===== config.mk =====
export PLATFORM = sky130hd
export DESIGN_NAME = serial_full_adder_flat
export DESIGN_NICKNAME = d
export VERILOG_FILES = /design/src/rtl/serial_full_adder_if.sv /design/src/rtl/serial_full_adder.sv /design/src/flat_wrapper.sv
export SDC_FILE = /design/constraint.sdc
export NUM_CORES = 1
export LEC_CHECK = 0
export CAP_MARGIN = 20
export CORE_MARGIN = 2
export CORE_UTILIZATION = 55
export CTS_BUF_LIST = sky130_fd_sc_hd__clkbuf_16
export DETAILED_ROUTE_END_ITERATION = 7
export GPL_ROUTABILITY_DRIVEN = 0
export GPL_TIMING_DRIVEN = 0
export PLACE_DENSITY = 0.83
export RECOVER_POWER = 50
export SYNTH_ARGS = -nofsm -noshare
export SYNTH_HDL_FRONTEND = slang
export SYNTH_HIERARCHICAL = 1
export SYNTH_SLANG_ARGS = --single-unit

===== constraint.sdc =====
create_clock -name clk -period 2.9 [get_ports clk]
set_clock_uncertainty 0.2 [all_clocks]
set_input_delay 0.29 -clock clk [delete_from_list [all_inputs] [get_ports clk]]
set_output_delay 0.29 -clock clk [all_outputs]
set_load 0.005 [all_outputs]

===== src/rtl/serial_full_adder_if.sv =====
// serial_full_adder_if: request/response bundle for the bit-serial adder.
//   master : drives start/a/b/cin, observes busy/done/sum/cout(/ovf)
//   slave  : the adder itself
// The ovf signal exists only when SERIAL_FULL_ADDER_OVF_EN is defined.
interface serial_full_adder_if #(
  parameter int WIDTH = 8
);
  logic             start;
  logic [WIDTH-1:0] a;
  logic [WIDTH-1:0] b;
  logic             cin;
  logic             busy;
  logic             done;
  logic [WIDTH-1:0] sum;
  logic             cout;
`ifdef SERIAL_FULL_ADDER_OVF_EN
  logic             ovf;
`endif

  modport master (
    output start, a, b, cin,
    input  busy, done, sum, cout
`ifdef SERIAL_FULL_ADDER_OVF_EN
    , input ovf
`endif
  );

  modport slave (
    input  start, a, b, cin,
    output busy, done, sum, cout
`ifdef SERIAL_FULL_ADDER_OVF_EN
    , output ovf
`endif
  );
endinterface


===== src/rtl/serial_full_adder.sv =====
// serial_full_adder: LSB-first bit-serial adder, one full-adder cell plus a
// carry flop. Operands are captured on start while idle, one bit is added per
// clock, and {cout,sum} = a+b+cin is registered with a one-cycle done pulse.
// Ports:
//   clk, rst_n : clock, asynchronous active-low reset
//   bus        : serial_full_adder_if.slave (start/a/b/cin in,
//                busy/done/sum/cout[/ovf] out)
// Optional: SERIAL_FULL_ADDER_OVF_EN adds a registered two's-complement
// overflow flag (carry into MSB xor carry out).

module serial_full_adder_cell (
  input  logic a,
  input  logic b,
  input  logic ci,
  output logic s,
  output logic co
);
  assign s  = a ^ b ^ ci;
  assign co = (a & b) | (ci & (a ^ b));
endmodule

module serial_full_adder #(
  parameter int WIDTH = 8
) (
  input  logic                 clk,
  input  logic                 rst_n,
  serial_full_adder_if.slave   bus
);
  localparam int CNT_W = (WIDTH > 1) ? $clog2(WIDTH) : 1;
  localparam logic [CNT_W-1:0] LAST = CNT_W'(WIDTH - 1);

  typedef enum logic {IDLE, RUN} state_t;

  state_t           state_q, state_d;
  logic [WIDTH-1:0] sh_a_q, sh_a_d;
  logic [WIDTH-1:0] sh_b_q, sh_b_d;
  logic [WIDTH-1:0] sh_s_q, sh_s_d;
  logic             carry_q, carry_d;
  logic [CNT_W-1:0] cnt_q, cnt_d;
  logic             busy_q, busy_d;
  logic             done_q, done_d;
  logic [WIDTH-1:0] sum_q, sum_d;
  logic             cout_q, cout_d;
`ifdef SERIAL_FULL_ADDER_OVF_EN
  logic             ovf_q, ovf_d;
`endif

  logic fa_s, fa_co;

  serial_full_adder_cell u_fa (
    .a  (sh_a_q[0]),
    .b  (sh_b_q[0]),
    .ci (carry_q),
    .s  (fa_s),
    .co (fa_co)
  );

  always_comb begin
    state_d = state_q;
    sh_a_d  = sh_a_q;
    sh_b_d  = sh_b_q;
    sh_s_d  = sh_s_q;
    carry_d = carry_q;
    cnt_d   = cnt_q;
    busy_d  = busy_q;
    done_d  = 1'b0;
    sum_d   = sum_q;
    cout_d  = cout_q;
`ifdef SERIAL_FULL_ADDER_OVF_EN
    ovf_d   = ovf_q;
`endif
    case (state_q)
      IDLE: begin
        if (bus.start) begin
          sh_a_d  = bus.a;
          sh_b_d  = bus.b;
          carry_d = bus.cin;
          cnt_d   = '0;
          busy_d  = 1'b1;
          state_d = RUN;
        end
      end
      RUN: begin
        carry_d = fa_co;
        sh_a_d  = sh_a_q >> 1;
        sh_b_d  = sh_b_q >> 1;
        // After WIDTH shifts the first sum bit has walked down to bit 0.
        sh_s_d  = {fa_s, sh_s_q[WIDTH-1:1]};
        cnt_d   = cnt_q + 1'b1;
        if (cnt_q == LAST) begin
          sum_d   = sh_s_d;
          cout_d  = fa_co;
`ifdef SERIAL_FULL_ADDER_OVF_EN
          // carry_q is the carry into the MSB during the final bit.
          ovf_d   = carry_q ^ fa_co;
`endif
          cnt_d   = '0;
          done_d  = 1'b1;
          busy_d  = 1'b0;
          state_d = IDLE;
        end
      end
      default: state_d = IDLE;
    endcase
  end

  always_ff @(posedge clk or negedge rst_n) begin
    if (!rst_n) begin
      state_q <= IDLE;
      sh_a_q  <= '0;
      sh_b_q  <= '0;
      sh_s_q  <= '0;
      carry_q <= 1'b0;
      cnt_q   <= '0;
      busy_q  <= 1'b0;
      done_q  <= 1'b0;
      sum_q   <= '0;
      cout_q  <= 1'b0;
`ifdef SERIAL_FULL_ADDER_OVF_EN
      ovf_q   <= 1'b0;
`endif
    end else begin
      state_q <= state_d;
      sh_a_q  <= sh_a_d;
      sh_b_q  <= sh_b_d;
      sh_s_q  <= sh_s_d;
      carry_q <= carry_d;
      cnt_q   <= cnt_d;
      busy_q  <= busy_d;
      done_q  <= done_d;
      sum_q   <= sum_d;
      cout_q  <= cout_d;
`ifdef SERIAL_FULL_ADDER_OVF_EN
      ovf_q   <= ovf_d;
`endif
    end
  end

  assign bus.busy = busy_q;
  assign bus.done = done_q;
  assign bus.sum  = sum_q;
  assign bus.cout = cout_q;
`ifdef SERIAL_FULL_ADDER_OVF_EN
  assign bus.ovf  = ovf_q;
`endif
endmodule


===== src/flat_wrapper.sv =====
// flat-port wrapper written by rule: the top's interface ports become plain ports
module serial_full_adder_flat 
#(
  parameter int WIDTH = 8
)
  (clk, rst_n, bus_start, bus_a, bus_b, bus_cin, bus_busy, bus_done, bus_sum, bus_cout);
  serial_full_adder_if #(.WIDTH(WIDTH)) bus_i ();
  input  logic clk;
  input  logic rst_n;
  input wire logic [$bits(bus_i.start)-1:0] bus_start;
  input wire logic [$bits(bus_i.a)-1:0] bus_a;
  input wire logic [$bits(bus_i.b)-1:0] bus_b;
  input wire logic [$bits(bus_i.cin)-1:0] bus_cin;
  output wire logic [$bits(bus_i.busy)-1:0] bus_busy;
  output wire logic [$bits(bus_i.done)-1:0] bus_done;
  output wire logic [$bits(bus_i.sum)-1:0] bus_sum;
  output wire logic [$bits(bus_i.cout)-1:0] bus_cout;
  assign bus_i.start = bus_start;
  assign bus_i.a = bus_a;
  assign bus_i.b = bus_b;
  assign bus_i.cin = bus_cin;
  assign bus_busy = bus_i.busy;
  assign bus_done = bus_i.done;
  assign bus_sum = bus_i.sum;
  assign bus_cout = bus_i.cout;
  serial_full_adder #(.WIDTH(WIDTH)) u_core (.clk(clk), .rst_n(rst_n), .bus(bus_i));
endmodule

# Word level (Yosys, flattened, before mapping)
# Index checks and enable logic that the tools add are counted.
# classes
n_bitwise,6
n_addsub,1
muxes,17
n_eq_ne,3
reduce_logical,2
# ops
op,count
one-hot mux 8 bit (2 select lines),2
2-to-1 mux 8 bit,2
2-to-1 mux 1 bit,7
2-to-1 mux 3 bit,2
one-hot mux 1 bit (2 select lines),3
one-hot mux 3 bit (2 select lines),1
inequality test 2 bit (second input constant),2
AND reduction 2 bit,2
adder 3 x 1 -> 3 bit (second input constant),1
equality test 3 bit (second input constant),1
bitwise AND 1 bit,2
XOR 1 bit,2
inverter 1 bit,1
OR 1 bit,1
# totals
regBits,40
inputBits,20
output_inout_bits,11

# Depth between registers and ports, before layout
# depth
ltp_word,4
ltp_mapped,4
mapped_depth_nobuf,4

# Modules after synthesis
# The synthesis kept the hierarchy.
# by_module_without_submodules
module,instances,cells_each,area_each_um2,seq_area_each_um2
serial_full_adder,1,126,1670.4,975.9
serial_full_adder_cell,1,1,20.0,0.0

# Least setup slack after synthesis
# Ideal clock, no wire load.
# synth_path
path_type,reg-to-reg
from,register u_core.cnt_q[0]
to,register u_core.cout_q (netlist: u_core/bus.cout)
arrival_time_ns,1.260
required_time_ns,2.575
path_stages_with_launch,5
slack_ns,1.315
n_path_buf,0
path_cell_list,dfrtp_1 > ha_1 > ha_1 > nand2_8 > mux2_4
# synth_between
elab_chain_cells,2
# synth_lines
item,line,rtl
"start, declared",serial_full_adder.sv:39,"logic [CNT_W-1:0] cnt_q, cnt_d;"
"start signal, assigned",serial_full_adder.sv:128,cnt_q <= cnt_d;
equality test 3 bit,serial_full_adder.sv:90,if (cnt_q == LAST) begin
AND reduction 2 bit (no source line),-,
"end signal, assigned",serial_full_adder.sv:132,cout_q <= cout_d;
"end, declared",serial_full_adder.sv:43,"logic cout_q, cout_d;"
# No other way between the ends.
# A chain may end at the register's enable or synchronous reset.

# Final worst setup path
# Ends and elaborated chain as after synthesis.

==> key figures <==
Setup path
  – Reg2Reg Depth: 4
  – Worst Path Required: 2.86 ns
  – CP endpoint kind: flip-flop
  – Crit path top cell by count: ha_1
  – Worst-path cell chain: ha_1, ha_1, nand2_1, mux2_4
  – R2R setup slack: between 0.9 and 1 ns
  – Max Fanout on Critical Path: 10
  – R2R Path Start: u_core/cnt_q[0]$_DFFE_PN0P_
  – Setup crit start: u_core/cnt_q[0]$_DFFE_PN0P_
  – Slowest stage cell, crit path: nand2_1
  – Startpoint types: flip-flop
  – Setup CP Type: reg2reg
  – Crit path DAT: 1.90 ns
  – Max incr delay on CP: 0.43 ns

STA
  – Fin. Hold Viols: 0
  – Tmin final: 1.94 ns
  – Fin Setup TNS: 0 ns
  – Final Cycle Share: 66.7%
  – Slew @ Worst Pin: between 0.9 and 1 ns
  – Worst relative slew slack: between 30% and 40%
  – Slew Limit Fails: 0
  – RSZ-0062 raised after global routing: false
  – Final setup fails: 0
  – Peak Freq: roughly 520 MHz

Route
  – DRC: 0
  – Drt wl/cell: ~16 um
  – Via count: 1092
  – Initial DRC Count: 34
  – Post-DRT Antenna Nets: 0
  – Drt pass-1 iters: 4
  – Vias/cell: 5.52
  – Drt total wl: 3070 um

Yosys
  – Synth Instances: about 130
  – Ys async rst share: 100%
  – Top_reg_cell synth: dfrtp_1
  – Yosys cell types: 20
  – Yosys reg bits: 39
  – Seq/Total Area, Yosys: 57.7%
  – Synth Cell Area: 1690 um2
  – Syn nets: between 150 and 200
  – Yosys Warn Count: 6
  – Number of synthesized flops with an enable pin: 0
  – Mean Syn Cell Area: 13.3 um2

Layout
  – # diodes: 0
  – Register Area: 976 um2
  – Post-layout util: a little under three quarters
  – Multi-input logic area: 639 um2
  – Fillers: 229
  – Non-Filler Cell Area, Final: ~2100 um2
  – Layout cells sized above 1: 15.2%
  – # nets final: 188
  – Most frequent cells in the layout: dfrtp_1 (39), clkdlybuf4s50_1 (28), mux2i_1 (17)
  – Most common cell after layout, fill and taps aside: dfrtp_1
  – Area grow syn2layout: 26.1%

Min path
  – Worst hold path class: in2reg
  – Worst hold path cell count: 3
  – Hold_sp: bus_start

Floorplanning
  – Die H: 59.4 um
  – Die area: 3530 um2
  – DIE WIDTH: around 60 um
  – Core Footprint: 2980 um2
  – Initial Util: 56.8%
  – Row cnt: 20
  – Ports: 31

Clock tree
  – Longest Clk Path Bufs: 2
  – H-tree depth: 2
  – Clock-pin transition on the worst setup and hold timing paths: around 0.060 ns
  – Post-CTS setup buffers: 0
  – Worst skew pair latency: 0.28 ns
  – Clk root buf: clkbuf_16
  – CTS tree: yes
  – CTS Buf Count: 5
  – Clk sinks: 39

Pwr
  – Leakage power of the design: between 0.001 and 0.0015 uW
  – Overall power: about 2200 uW
  – PwrDens: 1020 nW/um2
  – VDD IR max: approximately 0.0006 V

Global routing
  – Vias in the first global route: around 1.1k
  – GR Util All Layers: 20.3%
  – Largest net degree at the start of global routing: 40
  – First-pass GRT wire length: 5060 um
  – Gr ovfl total: 0
  – Initial antenna violation count: 0

Place
  – Dpl cell area: 2020 um2
  – Port Buf Inserts: 29
  – Dpl hpwl: 2060 um

Run status
  – Outcome: finished clean

Run
  – MaxCap Viol Count: 0
==> logic make-up (layout without fill, tap and decap cells) <==
kind of cell	after synthesis	count (layout)	share of synthesized area, %
compound gates	20	20	6.59
buf+inv	9	47	3.48
simple gates	22	22	6.07
flops	39	39	57.7
mux	33	33	22.7
fa+ha+maj	4	4	3.41
==> what timing repair did <==
action / in CTS / in global routing
endpoints found under the hold margin: 39 / 0
hold buffers: 1 / 0
gates resized for setup: 0 / 0
==> through the flow <==
| step | instances | hold WS, ns | setup slack, ns |
|---|---|---|---|
| final | 198 | 0.211 | 0.965 |
| after floorplan | 127 | -0.206 | 1.31 |
| after CTS | 198 | 0.207 | 1.21 |
| after global placement | 189 | 0.263 | 0.505 |
| after global routing | 198 | 0.240 | 0.826 |
| after detailed placement | 189 | 0.238 | 1.24 |
==> where the power goes <==
part	leakage [uW]	internal (uW)	total, uW	switching, uW
Clock	0.0000762	310	509	199
Sequential	0.000501	773	914	141
Combinational	0.000464	443	754	311
Total	0.00104	1530	2180	652
==> worst max-delay path: cells and delay by family, from the launching register on <==
kind / cells / cell delay (ns)
multiplexers: 1 / 0.35
AND/OR/NAND/NOR: 1 / 0.43
flip-flops: 1 / 0.40
adder cells (fa/ha/maj): 2 / 0.43
==> sequential cells by signal (all words and copies together) (netlist names) <==
signal / cells
u_core/sh_b_q: 8
u_core/state_q: 1
u_core/bus.done: 1
u_core/carry_q: 1
u_core/bus.cout: 1
u_core/sh_s_q: 7
u_core/bus.busy: 1
u_core/bus.sum: 8
u_core/cnt_q: 3
u_core/sh_a_q: 8
==> layer usage <==
metal / wire, um / track usage [%] / part of all wire (%)
met5: 0 / 0 / 0
met4: 57 / 8.77 / 1.9
met3: 177 / 7.21 / 5.8
met2: 1580 / 34.1 / 51
met1: 1260 / 23.2 / 41
==> synthesized netlist by cell type (2+ instances only) <==
master   number  area share [%]
o21ai_0      15             4.4
a22o_1        2             1.0
mux2_4        9             8.0
mux2i_1      17              10
nor2_1        5             1.1
dfrtp_1      39              58
nand2_1      15             3.3
inv_1         2            0.44
buf_2         2            0.59
ha_1          3             2.2
buf_6         2             1.3
buf_4         2            0.89
mux2_2        7             4.7
==> final cells by class <==
type,instances,area share (%)
Clock buffer,5,5.87
Tap cell,33,1.94
Sequential cell,39,45.8
Buffer,7,1.59
Multi-Input combinational cell,79,30.0
Inverter,2,0.352
Clock inverter,3,0.587
Timing Repair Buffer,30,13.9
==> worst paths after layout <==
check / end
setup / recovery: u_core/bus.cout$_DFFE_PN0P_
min in group asynchronous: u_core/bus.done$_DFF_PN0_
setup reg to reg: u_core/bus.cout$_DFFE_PN0P_
max in group asynchronous: u_core/bus.sum[0]$_DFFE_PN0P_
hold reg to reg: u_core/sh_b_q[2]$_DFFE_PN0P_
hold / removal: u_core/sh_a_q[7]$_DFFE_PN0P_
Power figures use the tool's default switching activity.
==> variant 1: new RTL, config.mk and constraints unchanged <==
Take the reset off `sh_s_q` and load it in a clocked block of its own.
--- a/src/rtl/serial_full_adder.sv
+++ b/src/rtl/serial_full_adder.sv
@@ -110,5 +110,4 @@
       sh_a_q  <= '0;
       sh_b_q  <= '0;
-      sh_s_q  <= '0;
       carry_q <= 1'b0;
       cnt_q   <= '0;
@@ -124,5 +123,4 @@
       sh_a_q  <= sh_a_d;
       sh_b_q  <= sh_b_d;
-      sh_s_q  <= sh_s_d;
       carry_q <= carry_d;
       cnt_q   <= cnt_d;
@@ -137,4 +135,8 @@
   end
 
+  always_ff @(posedge clk) begin
+    sh_s_q <= sh_s_d;
+  end
+
   assign bus.busy = busy_q;
   assign bus.done = done_q;
Behaviour: same outputs for any inputs over 10 cycles, from zero or initial values and one cycle with rst_n low; that may be too few to reach the edited logic, so the function may still have changed.
==> variant 1 against the unedited design <==
- final area shrank 1.3%
- critical path depth is the same
- wire length shrank 7.4%
- setup slack gained 0.21 ns
- clock power grew 18%
- area after synthesis shrank 6.4%
- fmax grew 12%
- cell count shrank 5.1%
- total power grew 0.38%
- count of clock-buffer cells in the layout is the same
- sequential cell count is the same
==> variant 1: results (changes against the unedited design) <==
Logic synthesis
  – Syn_nets: 143 (-5.3%)
  – Synth cell types: 19 (-5.0%)
  – EDFF count, synth: 7 (+7)
  – Ys async rst share: 82.05% (-18 points)
  – Post-synth top cells: dfrtp_1, mux2i_1, nand2_1, o21ai_0, mux2_2
  – YS warnings: 6 (unchanged)
  – Synth area leaders: dfrtp_1, edfxtp_1, mux2i_1, mux2_2, o21ai_0
  – Mean Syn Cell Area: 13.30 um2 (about the same)
  – Sequential area share after synthesis: 63.87% (+6.1 points)

Setup path
  – CP Data Arrival Time: 1.68 ns (-0.22 ns)
  – Worst path max stage delay: 0.39 ns (-0.04 ns)
  – Critical path's slowest cell: dfrtp_1

Placed design
  – Post-Place Cells: 180 (-4.8%)
  – DP Area: 1939 um2 (-3.8%)
  – Hpwl dp: 2006 um (-2.6%)
  – Port bufs: 29 (unchanged)
  – Worst slack, placed: 1.181 ns (-0.05672 ns)

Pwr
  – Leakage: 0.9705 nW (-6.8%)
  – Worst IR drop on VDD: 0.7922 mV (+36%)

Global routing
  – Pin count of the biggest net entering global routing: 19 (-53%)
  – Global-route wire length before repair: 4885 um (-3.5%)
  – Total Routing Usage GR: 20.49% (+0.23 points)
  – Vias in the first global route: 1053 (-3.4%)

Min path
  – Hold WC Path Type: in2reg

Clock tree
  – Total CTS buffers: 5 (unchanged)
  – Maximum clock path buffer count: 2 (unchanged)
  – Reg clk slew, reported paths: 0.05 ns
  – Clock Latency Late Sink: 0.28 ns (about the same)

Drt
  – Detailed Route WL: 2846 um (-7.4%)
  – DRT iter0 DRCs: 24 (-29%)
  – Vias per Instance: 5.500 (-0.27%)

Layout
  – Fraction of layout cells with a size suffix above 1: 14.01% (-1.1 points)
  – Non-Filler Instances: 188 (-5.1%)
  – Ant diodes: 0 (unchanged)

STA
  – Slew margin rel.: 49.42% (+12 points)

Status
  – Status: finished, final reports clean
## variant 1: final timing paths
kind                                   from  slack, ns  cells after the start           endpoint
max                         u_core/cnt_q[0]       1.18                      4  u_core/bus.sum[1]
min                               bus_start       0.21                      3   u_core/sh_a_q[7]
max reg2reg                 u_core/cnt_q[0]       1.18                      4  u_core/bus.sum[1]
min reg2reg                u_core/sh_s_q[3]       0.25                      0   u_core/sh_s_q[2]
max in group asynchronous             rst_n       1.63                      2   u_core/sh_a_q[6]
min in group asynchronous             rst_n       0.32                      1    u_core/bus.cout
## variant 1: routing by layer
layer  GRT usage, %  up-vias  part of all wire (%)
met2          32.79       25                    51
met3          4.688        6                   4.1
met4          12.96        0                   2.1
li1               -      487                     -
met1          25.15      516                    42
met5              0        -                     0
## variant 1: kinds of logic after synthesis
| family | synth area share (%) |
|---|---|
| AO/OA/AOI/OAI | 7.036 |
| buffers and inverters | 2.688 |
| multiplexers | 17.15 |
| AND/OR/NAND/NOR | 5.613 |
| adder cells (fa/ha/maj) | 3.637 |
| flip-flops | 63.87 |
## variant 1: where the power goes
group	switching (mW)	leakage, nW	internal, mW
registers	0.146	0.487	0.823
clock network	0.201	0.0812	0.400
logic	0.262	0.402	0.353
total	0.610	0.970	1.58
## variant 1: cell type report
type	instances	area (um2)
multi-input combinational	72	529.3
buffer	6	35.03
tap	31	38.79
inverter	2	7.507
timing repair buffer	30	317.8
clock buffer	5	125.1
clock inverter	3	38.79
fill	191	630.6
sequential	39	1011
## variant 1: critical path, delay by kind of cell (launching register included)
kind,cells,cell delay (ns)
AND/OR/NAND/NOR,1,0.21
flip-flops,1,0.39
multiplexers,1,0.36
adder cells (fa/ha/maj),2,0.44
==> variant 2: new RTL, same flow settings <==
Without the edit above. `WIDTH` is set to 8 in 3 places; all go to 16.
--- a/src/rtl/serial_full_adder_if.sv
+++ b/src/rtl/serial_full_adder_if.sv
@@ -4,5 +4,5 @@
 // The ovf signal exists only when SERIAL_FULL_ADDER_OVF_EN is defined.
 interface serial_full_adder_if #(
-  parameter int WIDTH = 8
+  parameter int WIDTH = 16
 );
   logic             start;
--- a/src/rtl/serial_full_adder.sv
+++ b/src/rtl/serial_full_adder.sv
@@ -21,5 +21,5 @@
 
 module serial_full_adder #(
-  parameter int WIDTH = 8
+  parameter int WIDTH = 16
 ) (
   input  logic                 clk,
--- a/src/flat_wrapper.sv
+++ b/src/flat_wrapper.sv
@@ -2,5 +2,5 @@
 module serial_full_adder_flat 
 #(
-  parameter int WIDTH = 8
+  parameter int WIDTH = 16
 )
   (clk, rst_n, bus_start, bus_a, bus_b, bus_cin, bus_busy, bus_done, bus_sum, bus_cout);
Ports: changed (resized bus_a, bus_b and bus_sum); port bits go from 31 to 55. No check against the original RTL was run, so the function may have changed too.
==> variant 2 against the unedited design <==
- area after synthesis rose by 81%
- fmax fell by 8.9%
- via count rose by 85%
- sequential share of layout area down 0.66 points
- highest routed layer unchanged
- largest power group unchanged
- final area rose by 87%
- largest cell class unchanged
- sequential cell count increased by 33
- total power is 79% higher
- wire length increased by 92%
- setup slack worse by 0.19 ns
==> variant 2: results (changes against the unedited design) <==
Clock tree
  – Post-CTS Setup Inserts: 0 (unchanged)
  – Total CTS buffers: 9 (+4)
  – H-tree levels: 3 (+1)
  – Clock Latency Late Sink: 0.32 ns (+0.04 ns)

Logic synthesis
  – Post-synth top cells: dfrtp_1, mux2i_1, nand2_1
  – Synth area leaders: dfrtp_1, mux2i_1, mux2_2, o21ai_0, mux2_4
  – Synth cell types: 27 (+35%)
  – Instance count of the mapped netlist: 238 (+87%)
  – Syn_nets: 276 (+83%)
  – Sequential area share after synthesis: 58.87% (+1.1 points)

Drt
  – Detailed Route WL: 5897 um (+92%)
  – DRT iter0 DRCs: 167 (+390%)
  – Routed via count: 2019 (+85%)

Layout
  – Non-Filler Instances: 380 (+92%)
  – Nets@finish: 341 (+81%)
  – Fraction of layout cells with a size suffix above 1: 17.86% (+2.7 points)
  – Filler cells: 383 (+67%)

Pwr
  – Worst IR drop on VDD: 0.6589 mV (+13%)
  – Leakage: 1.908 nW (+83%)
  – Clock net power: 1.17 mW (+130%)
  – Cell Pwr Density: 974.5 nW/um2 (-4.6%)

Global routing
  – GR Util met2: 32.31% (-1.8 points)
  – Global-route wire length before repair: 9839 um (+94%)
  – Met1 usage in global routing: 28.30% (+5.1 points)
  – Vias in the first global route: 2064 (+89%)
  – GR Util met3: 5.172% (-2.0 points)
  – Pin count of the biggest net entering global routing: 73 (+83%)

Placed design
  – Port bufs: 53 (+83%)
  – Hpwl dp: 3796 um (+84%)
  – DP Area: 3679 um2 (+82%)
  – Post-Place Cells: 363 (+92%)

Setup path
  – R2R Setup Slk: 0.77 ns (-0.19 ns)
  – Worst Setup EP: u_core/bus.sum[15]
  – CP Data Arrival Time: 2.13 ns (+0.23 ns)
  – CP Launch Point: u_core/state_q

STA
  – Worst-Margin Slew: 0.8842 ns (-0.05386 ns)

Status
  – Status: finished, final reports clean
variant 2: worst min path at each step:
stage          cells after the start  slack, ns              from                end
3_5_place_dp                       1       0.26             rst_n  u_core/sh_b_q[10]
3_3_place_gp                       2       0.26  u_core/sh_a_q[6]   u_core/sh_a_q[5]
4_1_cts                            3       0.18         bus_start     u_core/carry_q
2_1_floorplan                      0      -0.21             rst_n    u_core/bus.busy
6_report                           3       0.18         bus_start     u_core/carry_q
5_1_grt                            3       0.19         bus_start     u_core/carry_q
variant 2: through the flow:
| stage | utilization [%] | setup slack (ns) |
|---|---|---|
| 3_3_place_gp | 67.68 | -1.030 |
| 2_1_floorplan | - | 1.234 |
| 5_1_grt | 73.38 | 0.6689 |
| 6_report | 73.38 | 0.7750 |
| 4_1_cts | 73.71 | 1.081 |
| 3_5_place_dp | 67.63 | 1.104 |
variant 2: final cells by class:
| cell class | instances | area share [%] |
|---|---|---|
| Multi-Input combinational cell | 149 | 28.84 |
| Clock inverter | 7 | 2.382 |
| Timing Repair Buffer | 54 | 13.48 |
| Inverter | 3 | 0.2821 |
| Sequential cell | 72 | 45.14 |
| Tap cell | 72 | 2.257 |
| Clock buffer | 9 | 5.643 |
| Buffer | 14 | 1.975 |
variant 2: kinds of logic (layout without fill, tap and decap cells):
family	Yosys count	after routing	share of synthesized area [%]
buffers and inverters	17	87	3.270
DFF	72	72	58.87
muxes	65	65	23.79
AOI/OAI and AO/OA	37	37	6.623
xor gates and xnor gates	1	1	0.2862
adders and majority gates	2	2	1.063
and+or+nand+nor	44	44	6.092
variant 2: metal layers:
metal | vias up | share of wire, %
li1 | 956 | -
met2 | 44 | 47
met4 | 0 | 0.83
met1 | 1013 | 47
met5 | - | 0
met3 | 6 | 5.6
